**src/rtl/comp_search_fsm.sv**
```systemverilog
// Binary-search probe driver for a magnitude comparator: walks input b until the
// comparator reports a==b. Optional iteration counter: define COMP_SEARCH_ITER_CNT_EN.
//
// state  | meaning
// IDLE   | waiting for start; probe/result/err held
// SETTLE | probe stable for one cycle while the comparator output settles
// EVAL   | sample comparator flags, narrow the window or finish
// DONE   | one-cycle done pulse, then back to IDLE
module comp_search_fsm #(
    parameter int WIDTH = 2
) (
    input  logic             clk,
    input  logic             rst,
    input  logic             start,
    input  logic             cmp_eq,
    input  logic             cmp_gt,
    input  logic             cmp_lt,
    output logic [WIDTH-1:0] probe,
    output logic             busy,
    output logic             done,
    output logic [WIDTH-1:0] result,
    output logic             err
`ifdef COMP_SEARCH_ITER_CNT_EN
    ,
    output logic [$clog2(WIDTH+2)-1:0] iter_cnt
`endif
);

    localparam logic [1:0] IDLE   = 2'd0;
    localparam logic [1:0] SETTLE = 2'd1;
    localparam logic [1:0] EVAL   = 2'd2;
    localparam logic [1:0] DONE   = 2'd3;

    localparam logic [WIDTH:0]   HI_INIT  = {1'b0, {WIDTH{1'b1}}};
    localparam logic [WIDTH:0]   MID_INIT = HI_INIT >> 1;
    localparam logic [WIDTH-1:0] PROBE_MAX = {WIDTH{1'b1}};

    logic [1:0]       state_q, state_d;
    logic [WIDTH:0]   lo_q, lo_d;
    logic [WIDTH:0]   hi_q, hi_d;
    logic [WIDTH-1:0] probe_q, probe_d;
    logic [WIDTH-1:0] result_q, result_d;
    logic             err_q, err_d;

    logic [WIDTH:0] new_lo, new_hi, mid_gt, mid_lt;
    logic           flags_ok;

    // Candidate window bounds after a gt/lt answer; lo/hi carry an extra bit so
    // probe+1 at the top of the range cannot wrap.
    assign new_lo   = {1'b0, probe_q} + 1'b1;
    assign new_hi   = {1'b0, probe_q} - 1'b1;
    assign mid_gt   = new_lo + ((hi_q - new_lo) >> 1);
    assign mid_lt   = lo_q + ((new_hi - lo_q) >> 1);
    assign flags_ok = $onehot({cmp_eq, cmp_gt, cmp_lt});

    always_comb begin
        state_d  = state_q;
        lo_d     = lo_q;
        hi_d     = hi_q;
        probe_d  = probe_q;
        result_d = result_q;
        err_d    = err_q;
        case (state_q)
            IDLE: begin
                if (start) begin
                    lo_d    = '0;
                    hi_d    = HI_INIT;
                    probe_d = MID_INIT[WIDTH-1:0];
                    err_d   = 1'b0;
                    state_d = SETTLE;
                end
            end
            SETTLE: state_d = EVAL;
            EVAL: begin
                if (!flags_ok) begin
                    result_d = probe_q;
                    err_d    = 1'b1;
                    state_d  = DONE;
                end else if (cmp_eq) begin
                    result_d = probe_q;
                    state_d  = DONE;
                end else if (cmp_gt) begin
                    if (probe_q == PROBE_MAX || new_lo > hi_q) begin
                        result_d = probe_q;
                        err_d    = 1'b1;
                        state_d  = DONE;
                    end else begin
                        lo_d    = new_lo;
                        probe_d = mid_gt[WIDTH-1:0];
                        state_d = SETTLE;
                    end
                end else begin
                    if (probe_q == '0 || lo_q > new_hi) begin
                        result_d = probe_q;
                        err_d    = 1'b1;
                        state_d  = DONE;
                    end else begin
                        hi_d    = new_hi;
                        probe_d = mid_lt[WIDTH-1:0];
                        state_d = SETTLE;
                    end
                end
            end
            default: state_d = IDLE;
        endcase
    end

    always_ff @(posedge clk) begin
        if (rst) begin
            state_q  <= IDLE;
            lo_q     <= '0;
            hi_q     <= HI_INIT;
            probe_q  <= '0;
            result_q <= '0;
            err_q    <= 1'b0;
        end else begin
            state_q  <= state_d;
            lo_q     <= lo_d;
            hi_q     <= hi_d;
            probe_q  <= probe_d;
            result_q <= result_d;
            err_q    <= err_d;
        end
    end

`ifdef COMP_SEARCH_ITER_CNT_EN
    localparam int CW = $clog2(WIDTH+2);
    logic [CW-1:0] iter_q, iter_d;

    always_comb begin
        iter_d = iter_q;
        if (state_q == IDLE && start) begin
            iter_d = '0;
        end else if (state_q == EVAL) begin
            iter_d = iter_q + CW'(1);
        end
    end

    always_ff @(posedge clk) begin
        if (rst) begin
            iter_q <= '0;
        end else begin
            iter_q <= iter_d;
        end
    end

    assign iter_cnt = iter_q;
`endif

    assign probe  = probe_q;
    assign busy   = (state_q == SETTLE) || (state_q == EVAL);
    assign done   = (state_q == DONE);
    assign result = result_q;
    assign err    = err_q;

endmodule

```
**config.mk**
```make
export PLATFORM = sky130hd
export DESIGN_NAME = comp_search_fsm
export DESIGN_NICKNAME = d
export VERILOG_FILES = /design/src/rtl/comp_search_fsm.sv
export SDC_FILE = /design/constraint.sdc
export NUM_CORES = 1
export LEC_CHECK = 0
export CAP_MARGIN = 25
export CORE_MARGIN = 2
export CORE_UTILIZATION = 69
export CTS_BUF_LIST = sky130_fd_sc_hd__clkbuf_4
export DETAILED_ROUTE_END_ITERATION = 6
export DONT_BUFFER_PORTS = 1
export PLACE_DENSITY = 0.92
export SLEW_MARGIN = 25
export SYNTH_ARGS = -nofsm -noshare
export SYNTH_HDL_FRONTEND = slang
export SYNTH_SLANG_ARGS = --single-unit
```
**constraint.sdc**
```tcl
create_clock -name clk -period 5.5 [get_ports clk]
set_input_delay 1.65 -clock clk [delete_from_list [all_inputs] [get_ports clk]]
set_output_delay 1.65 -clock clk [all_outputs]
set_load 0.02 [all_outputs]
```
# ---- Word level (Yosys, flattened, before mapping)
# Index checks and enable logic that the tools add are counted.
dict set report word_totals {
  reg_bits 13
  output_inout_bits 7
}
dict set report op_classes {
  mux 37
  addsub 8
  n_reduce_logical 11
  eq_ne 19
  magnitude_cmp 2
}
# op count
set op_table {}
lappend op_table {{$mux W2} 16}
lappend op_table {{$mux W3} 10}
lappend op_table {{$reduce_and A6 Y1} 3}
lappend op_table {{$ne A2 B2 Y1 const B} 7}
lappend op_table {{$pmux W3 S2} 2}
lappend op_table {{$ne A3 B3 Y1 const B} 3}
lappend op_table {{$ne A4 B3 Y1 const B} 2}
lappend op_table {{$ne A4 B4 Y1 const B} 2}
lappend op_table {{$eq A2 B2 Y1 const B} 3}
lappend op_table {{$gt A3 B3 Y1} 2}
lappend op_table {{$mux W1} 6}
lappend op_table {{$pmux W2 S3} 1}
lappend op_table {{$sub A3 B3 Y3} 2}
lappend op_table {{$reduce_and A5 Y1} 1}
lappend op_table {{$add A2 B2 Y2} 2}
lappend op_table {{$eq A2 B1 Y1 const B} 2}
lappend op_table {{$logic_not A2 Y1} 2}
lappend op_table {{$pmux W2 S2} 1}
lappend op_table {{$add A2 B1 Y3 const B} 1}
lappend op_table {{$logic_or A1 B1 Y1} 3}
lappend op_table {{$reduce_and A3 Y1} 1}
lappend op_table {{$sub A2 B1 Y3 const B} 1}
lappend op_table {{$add A1 B1 Y2} 1}
lappend op_table {{$add A2 B1 Y2} 1}
lappend op_table {{2 further kinds} 2}

# ---- Depth between registers and ports, before layout
# Gate-level depths: netlist of the first run.
dict set report depth {
  word_depth 8
  mapped_depth 10
  mapped_depth_nobuf 10
}

# ---- Least setup slack after synthesis of the first run
# Ideal clock, no wire load.
dict set report synth_path {
  kind {input to register}
  start {input port cmp_gt}
  end {register probe_q[1] (netlist: probe[1])}
  stages 6
  setup_ns 0.087
  slack_ns 2.143
  t_arrival_ns 3.270
  n_path_buf 0
  required_ns 5.413
  cell_sequence {inv_1 -> fa_1 -> or3b_4 -> a21o_1 -> or3_1 -> o31ai_1}
}
dict set report synth_via {
  elab_chain_len 5
  elab_cells_between_ends 11
  cone_classes {add/sub: 2; eq/ne: 4; mux: 4; reduce/logical: 1}
}
# item line_no
set synth_rtl {}
lappend synth_rtl {{start, declared} 16} ;# input logic cmp_gt,
lappend synth_rtl {{$add A1 B1 Y2 (implied by the code)} 54} ;# assign flags_ok = $onehot({cmp_eq, cmp_gt, cmp_lt});
lappend synth_rtl {{$add A2 B1 Y2 (implied by the code)} 54}
lappend synth_rtl {{$eq A2 B1 Y1} 54}
lappend synth_rtl {{$ne A2 B2 Y1 (no line)} --}
lappend synth_rtl {{$reduce_and A6 Y1 (no line)} --}
lappend synth_rtl {{end signal, assigned} 120} ;# probe_q <= probe_d;
lappend synth_rtl {{end, declared} 41} ;# logic [WIDTH-1:0] probe_q, probe_d;
# Parallel ways exist; a longest one is shown, timed or not. The select of a mux whose other input is x is not followed.
# A chain may end at the register's enable or synchronous reset.

# ---- Worst setup path after layout of the first run
# Ends and elaborated chain as after synthesis.

==> results of run 1 <==
[worst register-to-register path, stage by stage (launching register included)]
cell       delay (ps)
dfxtp_1           630
inv_1             160
ha_1              430
inv_1             130
ha_1              300
o211ai_1           80
a211o_1           310
a21boi_4          170
a2111oi_0         460
nor2_1             90
[power by group]
| part | total, uW | switching, uW | internal [uW] |
|---|---|---|---|
| clock network | 61.3 | 28.2 | 33.1 |
| registers | 108 | 9.21 | 98.3 |
| logic | 89.6 | 50.9 | 38.7 |
[sequential cells by signal, indices dropped and copies added, names as in the netlist]
| name | flops |
|---|---|
| hi_q | 3 |
| lo_q | 3 |
| probe | 2 |
| err | 1 |
| result | 2 |
| state_q | 2 |
[cells in the final DEF, fill, tap and decap left out, drive strengths merged]
cell type | synthesis | layout
nor2b | 1 | 1
dfxtp | 13 | 13
and2 | 1 | 1
xnor2 | 5 | 5
or3 | 1 | 1
xor2 | 1 | 1
nor4 | 1 | 1
fa | 3 | 3
a21boi | 1 | 1
nand2b | 4 | 4
a21o | 2 | 2
inv | 16 | 16
nand2 | 2 | 2
mux2i | 6 | 6
clkbuf | 2 | 4
ha | 12 | 12
a31oi | 1 | 1
a2111oi | 2 | 2
a21oi | 9 | 9
nor3 | 6 | 6
mux2 | 1 | 1
or3b | 1 | 1
o21ai | 4 | 4
nor2 | 14 | 14
a211o | 1 | 1
o31ai | 1 | 1
o211ai | 2 | 2
nor3b | 1 | 1
[cells by family after synthesis]
kind of cell / after synthesis / synth area share, %
buf+inv: 18 / 6.90
simple gates: 32 / 16.2
fa+ha+maj: 15 / 21.5
mux: 7 / 7.28
compound gates: 23 / 16.2
flops: 13 / 26.6
xor+xnor: 6 / 5.36
[final timing paths]
path,endpoint,cells past startpoint
worst min register to register,lo_q[2]$_SDFFE_PP0P_,2
worst max-delay path,probe[1]$_SDFFE_PP0P_,6
worst max register to register,err$_SDFFE_PP0P_,9
worst min-delay path,lo_q[2]$_SDFFE_PP0P_,2
[cell type report]
class / count / area, um2 / share of cell area [%]
Multi-Input combinational cell: 83 / 652 / 63.8
Sequential cell: 13 / 260 / 25.5
Clock buffer: 4 / 30.0 / 2.94
Tap cell: 15 / 18.8 / 1.84
Inverter: 16 / 60.1 / 5.88
[through the flow]
| stage | std cells | hold slack (ps) | total power, uW |
|---|---|---|---|
| after global placement | 127 | 449 | 194 |
| after CTS | 131 | 485 | 260 |
| final | 131 | 478 | 258 |
| after floorplan | 114 | 430 | 183 |
| after detailed placement | 127 | 474 | 198 |
| after global routing | 131 | 502 | 276 |
[layer usage]
metal | wire, um | global-route usage [%] | share of wire [%] | vias to the layer above
met3 | 106 | 7.83 | 5.9 | 4
met5 | 0 | 0 | 0 | -
met2 | 881 | 38.8 | 49 | 24
li1 | - | - | - | 390
met4 | 17 | 8.39 | 0.95 | 0
met1 | 780 | 30.5 | 44 | 361
==> results.md, run 1 <==
* Via Count at 779
* ANT cells at 0
* Largest stage delay, worst path at 450 ps
* Cts bufs inserted at 3
* Filler cells at 86
* Crit path buffers/inverters at 1
* Clk Latency, worst-skew pair at 280 ps
* Starting density of the core at 74.4%
* Critical Path Slowest Stage Cell: fa_1
* P per Cell Area at 253 nW/um2
* Routed wire length at 1790 um
* Hold_sp: lo_q[2]$_SDFFE_PP0P_
* Final worst setup slack at 2270 ps
* Final Slew Violations at 0
* Critical path type: in -> reg
* Die W at 41.7 um
* Grt ovf at 0
* Vias in the first global route at 751
* Top-count cell post-synth: inv_1
* Final GP Congestion at 0.769
* DRT antenna net count at 0
* Post-synth ARST share at 0%
* Post-cts sizing count at 0
* Pre-CTS setup slack at 1980 ps
* DR WL/cell at 13.6 um
* Worst setup path startpoint: cmp_gt
* Die Height at 41.7 um
* Delay-heaviest family, CP: simple AND/OR/NAND/NOR gates
* Post-CTS Setup Repair Bufs at 0
* EDFF count, synth at 0
* First-pass GRT wire length at 3220 um
* Clk root buf: clkbuf_4
* Period minus WS final at 3230 ps
* Max-cap violation count at 0
* Htree depth at 1
* VDD IR max at 0.190 mV
* Unrepaired setup endpoints after global routing: false
* Post-Synthesis Cells at 114
* Element type at the critical path end: flip-flop
* Layout cells sized above 1 at 7.76%
* Yosys cell types at 32
* Clk pin slew, worst setup/hold paths at 70 ps
* Final setup fails at 0
* Reg2Reg Setup Slack at 2630 ps
* Synth warnings at 0
* # nets final at 138
* Crit path launch type: input pin
* Worst Path Required at 5690 ps
* TritonCTS clock tree: yes
* Status: finished clean
* Ports at 13
* Hold Path Class: reg -> reg
* CP arrival at 3420 ps
* Hold buffer count at CTS at 0
* Port Buffers at 0
* Vias/cell at 5.95
* Max-slew headroom at 67.3%
* Upper clock frequency limit at 0.310 GHz
* Initial antenna violation count at 0
* DRT Pass-1 Iters at 4
* Initial DRC count at 47
* Top cell type's share of synthesized area at 26.6%
* GRT Total Usage at 24.2%
* Syn avg cell area at 8.59 um2
* Ys flop type: dfxtp_1
* Post-route design area at 1020 um2
* Cell Area, Synth at 980 um2
* Fin crit share at 58.7%
* Max Buffers Root-to-Sink at 2
* Clk sinks at 13
* Cells taking the most area after synthesis: dfxtp_1 27%, ha_1 15%, fa_1 6.1%, mux2i_1 6.1%, inv_1 5.7%
* CP cell instances: inv_1, fa_1, or3b_4, a21o_1, or3_1, o31ai_1
* Leading area contributor after synthesis: dfxtp_1
* Static Leak at 0.000460 uW
* Post-synthesis register bit count at 13
* DP Area at 991 um2
* Hold Vio Cnt, Final at 0
* Synth top cells by count: 15 x inv_1, 14 x nor2_1, 13 x dfxtp_1, 12 x ha_1, 8 x a21oi_1
* Clock skew at 7.11 ps
* Full die area at 1740 um2
* Detail Placement HPWL at 1430 um
* Area growth syn-to-layout at 4.21%
* # rows at 13
* Reg2Reg Launch Point: probe[0]$_SDFFE_PP0P_
* Critical path fanouts, max at 4
* Largest net degree at the start of global routing at 19
* Core area at 1320 um2
* Final core occ at 77.5%
* Post-Syn Nets at 135
* Worst-Margin Slew at 490 ps
* DRC violations left at 0
* Register area share after synthesis at 26.6%
* Fin Setup TNS at 0 ps
No activity file was read; power rests on OpenSTA's default activity.
==> run 2, diff against run 1 <==
Settings changed: CORE_UTILIZATION 69 to 58, PLACE_DENSITY 0.92 to 0.83.
Clock period 5.5 ns to 2.8 ns, I/O delays scaled along.
==> results.md, run 2 (synthesized netlist as in run 1, its figures left out) <==
* Die Height at 45.1 um (+8.2%)
* Max-cap violation count at 0 (unchanged)
* Fin crit share at 87.7%
* Element type at the critical path end: flip-flop
* Critical path fanouts, max at 7 (+3)
* Initial antenna violation count at 0 (unchanged)
* Critical Path End: err$_SDFFE_PP0P_
* Worst Path Required at 2950 ps (-2740 ps)
* Die W at 45.1 um (+8.2%)
* VDD IR max at 0.473 mV (+150%)
* Via Count at 752 (-3.5%)
* Core area at 1540 um2 (+17%)
* Worst-Margin Slew at 424 ps (-66.4 ps)
* Hold buffer count at CTS at 0 (unchanged)
* # nets final at 140 (+1.4%)
* ANT cells at 0 (unchanged)
* Hold Path Class: reg -> reg
* Post-CTS Setup Repair Bufs at 0 (unchanged)
* Htree depth at 1 (unchanged)
* Ports at 13 (unchanged)
* Fin Setup TNS at 0 ps (unchanged)
* Initial DRC count at 13 (-72%)
* DRC violations left at 0 (unchanged)
* R2R depth at 9 (unchanged)
* RR Endpoint: err$_SDFFE_PP0P_
* Critical Path Slowest Stage Cell: a2111oi_0
* Clk root buf: clkbuf_4
* CP arrival at 2610 ps (-810 ps)
* Status: finished clean
* Clk sinks at 13 (unchanged)
* Layout cells sized above 1 at 9.32% (+1.6 points)
* Worst setup path startpoint: probe[0]$_SDFFE_PP0P_
* Post-cts sizing count at 0 (unchanged)
* Port Buffers at 0 (unchanged)
* Reg2Reg Setup Slack at 340 ps (-2290 ps)
* Period minus WS final at 2460 ps
* DRT antenna net count at 0 (unchanged)
* Clock skew at 6.99 ps (-0.117 ps)
* Clk Latency, worst-skew pair at 270 ps (about the same)
* Vias in the first global route at 736 (-2.0%)
* Clock Power Share at 23.5% (-0.2 points)
* DRT Pass-1 Iters at 4 (unchanged)
* Starting density of the core at 63.6% (-11 points)
* Full die area at 2030 um2 (+17%)
* Final Slew Violations at 0 (unchanged)
* CP cell instances: inv_1, ha_1, inv_1, ha_1, o211ai_1, a211o_1, a21boi_4, a2111oi_0, nor2_1
* Vias/cell at 5.61 (-5.6%)
* Switching Share at 33.9% (-0.31 points)
* Critical path type: reg -> reg
* Max-slew headroom at 71.0% (+3.7 points)
* Largest registers: hi_q: 3 flops, lo_q: 3 flops
* Commonest non-fill, non-tap cell in the layout: inv_1
* P per Cell Area at 491 nW/um2 (+94%)
* Max Buffers Root-to-Sink at 2 (unchanged)
* # rows at 14 (+1)
* Cts bufs inserted at 3 (unchanged)
* Static Leak at 0.000471 uW (+2.3%)
* Crit path launch type: flip-flop
* Routed wire length at 1760 um (-1.3%)
* Grt ovf at 0 (unchanged)
* Final core occ at 67.3% (-10 points)
* DR WL/cell at 13.1 um (-3.6%)
* Logic pwr share at 36.7% (+2.0 points)
* Final setup fails at 0 (unchanged)
* Final GP Congestion at 0.791 (+2.9%)
* Clk pin slew, worst setup/hold paths at 80 ps (about the same)
* Area growth syn-to-layout at 5.87%
* Int Power at 337 uW (+98%)
* GRT Total Usage at 20.7% (-3.5 points)
* Leading cell types in the layout, fill and taps excluded: 15 x inv_1, 14 x nor2_1, 13 x dfxtp_1, 12 x ha_1, 8 x a21oi_1
* First-pass GRT wire length at 3020 um (-6.2%)
* Detail Placement HPWL at 1440 um (+0.67%)
* Net Sw Power at 172 uW (+95%)
* Hold Vio Cnt, Final at 0 (unchanged)
* Share of power burned in registers at 39.8% (-1.8 points)
* Largest stage delay, worst path at 480 ps (+30 ps)
* TritonCTS clock tree: yes
* Unrepaired setup endpoints after global routing: false
* Upper clock frequency limit at 0.407 GHz
* Largest net degree at the start of global routing at 19 (unchanged)
* Reg2Reg Launch Point: probe[0]$_SDFFE_PP0P_
==> run 2: cell types whose count changed in the layout (fill, tap and decap cells not counted), sizes merged <==
cell | previous run | this run
buf | 0 | 2
==> run 2: cell type report <==
type | instances | area (um2)
inverters | 16 | 60.1
fillers | 120 | 504
well taps | 16 | 20.0
clock buffers | 4 | 30.0
flip-flops and latches | 13 | 260
multi-input cells | 83 | 652
repair buffers | 2 | 15.0
==> run 2: worst min-delay path by stage <==
stage	from	end	slack, ps	depth (start not counted)
floorplan	lo_q[2]$_SDFFE_PP0P_	lo_q[2]$_SDFFE_PP0P_	430	2
detailed placement	lo_q[2]$_SDFFE_PP0P_	lo_q[2]$_SDFFE_PP0P_	450	2
global route	lo_q[2]$_SDFFE_PP0P_	lo_q[2]$_SDFFE_PP0P_	490	2
global placement	lo_q[2]$_SDFFE_PP0P_	lo_q[2]$_SDFFE_PP0P_	450	2
CTS	lo_q[2]$_SDFFE_PP0P_	lo_q[2]$_SDFFE_PP0P_	460	2
finish	lo_q[2]$_SDFFE_PP0P_	lo_q[2]$_SDFFE_PP0P_	460	2
==> run 2: worst max-delay path: cells and delay by family (launching register included) <==
| kind | cells | cell delay [ps] |
|---|---|---|
| compound gates | 4 | 1040 |
| fa+ha+maj | 2 | 690 |
| buf+inv | 2 | 200 |
| flops | 1 | 340 |
| simple gates | 1 | 90 |
==> run 2: stage by stage <==
step           area, um2  std cells  total power (uW)  hold slack, ps  setup WS (ps)
2_1_floorplan        980        114               360             430            253
3_3_place_gp        1010        130               385             449            185
3_5_place_dp        1010        130               393             446            130
4_1_cts             1040        134               515             456            359
5_1_grt             1040        134               554             487            217
6_report            1040        134               509             455            343
==> run 2: power by group through the flow <==
stage                     logic, uW  registers (uW)  clock network (uW)
final                           187             202                 120
after global routing            211             204                 139
after CTS                       187             202                 126
after detailed placement        186             207                   0
after global placement          179             206                   0
after floorplan                 148             212                   0
==> run 2: routing by layer <==
layer | wire length (um) | GRT usage, % | vias up
li1 | - | - | 398
met5 | 0 | 0 | -
met1 | 804 | 26.5 | 335
met3 | 87 | 6.40 | 2
met4 | 14 | 5.29 | 0
met2 | 855 | 33.7 | 17
==> run 3, diff against run 2 <==
Settings changed: CELL_PAD_IN_SITES_DETAIL_PLACEMENT set to 1, CELL_PAD_IN_SITES_GLOBAL_PLACEMENT set to 1, CORE_UTILIZATION 58 to 44, PLACE_DENSITY 0.83 to 0.84.
==> results.md, run 3 (synthesized netlist as in run 1, its figures left out) <==
* Upper clock frequency limit at 0.401 GHz (-1.4%)
* Commonest non-fill, non-tap cell in the layout: inv_1
* CP arrival at 2660 ps (+50 ps)
* Critical path type: reg -> reg
* Detail Placement HPWL at 1690 um (+17%)
* TritonCTS clock tree: yes
* Clk root buf: clkbuf_4
* Post-CTS Setup Repair Bufs at 0 (unchanged)
* DR WL/cell at 14.8 um (+13%)
* Via Count at 799 (+6.3%)
* Crit path buffers/inverters at 2 (unchanged)
* Int Power at 337 uW (+0.16%)
* Hold Path Class: reg -> reg
* Cts bufs inserted at 3 (unchanged)
* Critical Path Slowest Stage Cell: a2111oi_0
* Worst-Margin Slew at 482 ps (+58.0 ps)
* Hold Vio Cnt, Final at 0 (unchanged)
* Placed Cells at 142 (+9.2%)
* Status: finished clean
* Clk sinks at 13 (unchanged)
* Final core occ at 49.0% (-18 points)
* Hold buffer count at CTS at 0 (unchanged)
* ANT cells at 0 (unchanged)
* # rows at 17 (+3)
* DRC violations left at 0 (unchanged)
* Area growth syn-to-layout at 7.41%
* Die Height at 51.2 um (+13%)
* Max Buffers Root-to-Sink at 2 (unchanged)
* Routed wire length at 2170 um (+23%)
* Unrepaired setup endpoints after global routing: false
* Clock Power Share at 24.8% (+1.3 points)
* Worst Path Required at 2960 ps (about the same)
* Post-layout power at 525 uW (+3.1%)
* Filler cells at 267 (+120%)
* Crit path launch type: flip-flop
* Htree depth at 1 (unchanged)
* # nets final at 140 (unchanged)
* Fin crit share at 89.0% (+1.3 points)
* VDD IR max at 0.232 mV (-51%)
* P per Cell Area at 499 nW/um2 (+1.7%)
* First-pass GRT wire length at 3820 um (+26%)
* Delay-heaviest family, CP: compound AO/OA/AOI/OAI gates
* Hold Slack at 464 ps (+9.25 ps)
* Initial DRC count at 6 (-7)
* Largest stage delay, worst path at 520 ps (+40 ps)
* Layout cells sized above 1 at 9.32% (unchanged)
* Net Sw Power at 188 uW (+8.9%)
* Grt ovf at 0 (unchanged)
* Starting density of the core at 45.6% (-18 points)
* Post-cts sizing count at 0 (unchanged)
* Core area at 2150 um2 (+39%)
* Share of power burned in registers at 38.6% (-1.2 points)
* Clk Latency, worst-skew pair at 280 ps (about the same)
* Full die area at 2620 um2 (+29%)
* DRT antenna net count at 0 (unchanged)
* Vias in the first global route at 795 (+8.0%)
* Largest registers: hi_q: 3 flops, lo_q: 3 flops
* Fin Setup TNS at 0 ps (unchanged)
* Period minus WS final at 2490 ps (+35.9 ps)
* Critical path fanouts, max at 7 (unchanged)
* Element type at the critical path end: flip-flop
* Max-cap violation count at 0 (unchanged)
* Logic pwr share at 36.6% (about the same)
* Clk pin slew, worst setup/hold paths at 80 ps (about the same)
* Vias/cell at 5.47 (-2.5%)
* Clock skew at 5.25 ps (-1.74 ps)
* CP cell instances: inv_1, ha_1, inv_1, ha_1, o211ai_1, a211o_1, a21boi_4, a2111oi_0, nor2_1
* GRT Total Usage at 20.1% (-0.55 points)
* Initial antenna violation count at 0 (unchanged)
* Leading cell types in the layout, fill and taps excluded: 15 x inv_1, 14 x nor2_1, 13 x dfxtp_1, 12 x ha_1, 8 x a21oi_1
* Static Leak at 0.000471 uW (unchanged)
* Final setup fails at 0 (unchanged)
* DRT Pass-1 Iters at 4 (unchanged)
* Die W at 51.2 um (+13%)
* Switching Share at 35.8% (+1.9 points)
* Port Buffers at 0 (unchanged)
* Non-Filler Instances at 146 (+9.0%)
* Ports at 13 (unchanged)
* Final GP Congestion at 0.734 (-7.1%)
* Max-slew headroom at 67.0% (-4.0 points)
* Final Slew Violations at 0 (unchanged)
* Largest net degree at the start of global routing at 19 (unchanged)
## run 3: cell counts in the layout (fill, tap and decap cells not counted)
No cell type changed its count.
## run 3: metrics by stage
step	setup slack (ps)	cell area, um2
after floorplan	253	980
after global placement	150	1020
after detailed placement	114	1020
after CTS	305	1050
after global routing	55.3	1050
final	307	1050
## run 3: per-layer routing
metal,vias to the layer above,track usage (%),share of wire [%]
met3,5,4.09,4.4
met2,17,30.3,44
met1,380,27.4,49
met4,0,9.46,1.8
met5,-,0,0
li1,397,-,-
## run 3: path summary, 6_finish.rpt
check | start | endpoint | slack [ps] | depth (start not counted)
worst max-delay path | probe[0]$_SDFFE_PP0P_ | err$_SDFFE_PP0P_ | 310 | 9
worst min register to register | lo_q[2]$_SDFFE_PP0P_ | lo_q[2]$_SDFFE_PP0P_ | 460 | 2
worst max register to register | probe[0]$_SDFFE_PP0P_ | err$_SDFFE_PP0P_ | 310 | 9
worst min-delay path | lo_q[2]$_SDFFE_PP0P_ | lo_q[2]$_SDFFE_PP0P_ | 460 | 2
## run 3: worst register-to-register path: cells and delay by family (launching register included)
kind | cells | cell delay, ps
compound gates | 4 | 1060
fa+ha+maj | 2 | 690
flops | 1 | 330
buf+inv | 2 | 190
simple gates | 1 | 90
## run 3: area by class of cell
cell class	count	area, um2	share of cell area, %
Clock buffer	4	30.0	2.85
Inverter	16	60.1	5.71
Multi-Input combinational cell	83	652	61.9
Sequential cell	13	260	24.7
Tap cell	28	35.0	3.33
Timing Repair Buffer	2	15.0	1.43
## run 3: power groups by stage
stage / clock network, uW / logic, uW / registers, uW
after detailed placement: 0 / 191 / 207
final: 130 / 192 / 202
after global routing: 144 / 218 / 204
after global placement: 0 / 184 / 206
after CTS: 138 / 194 / 203
after floorplan: 0 / 148 / 212
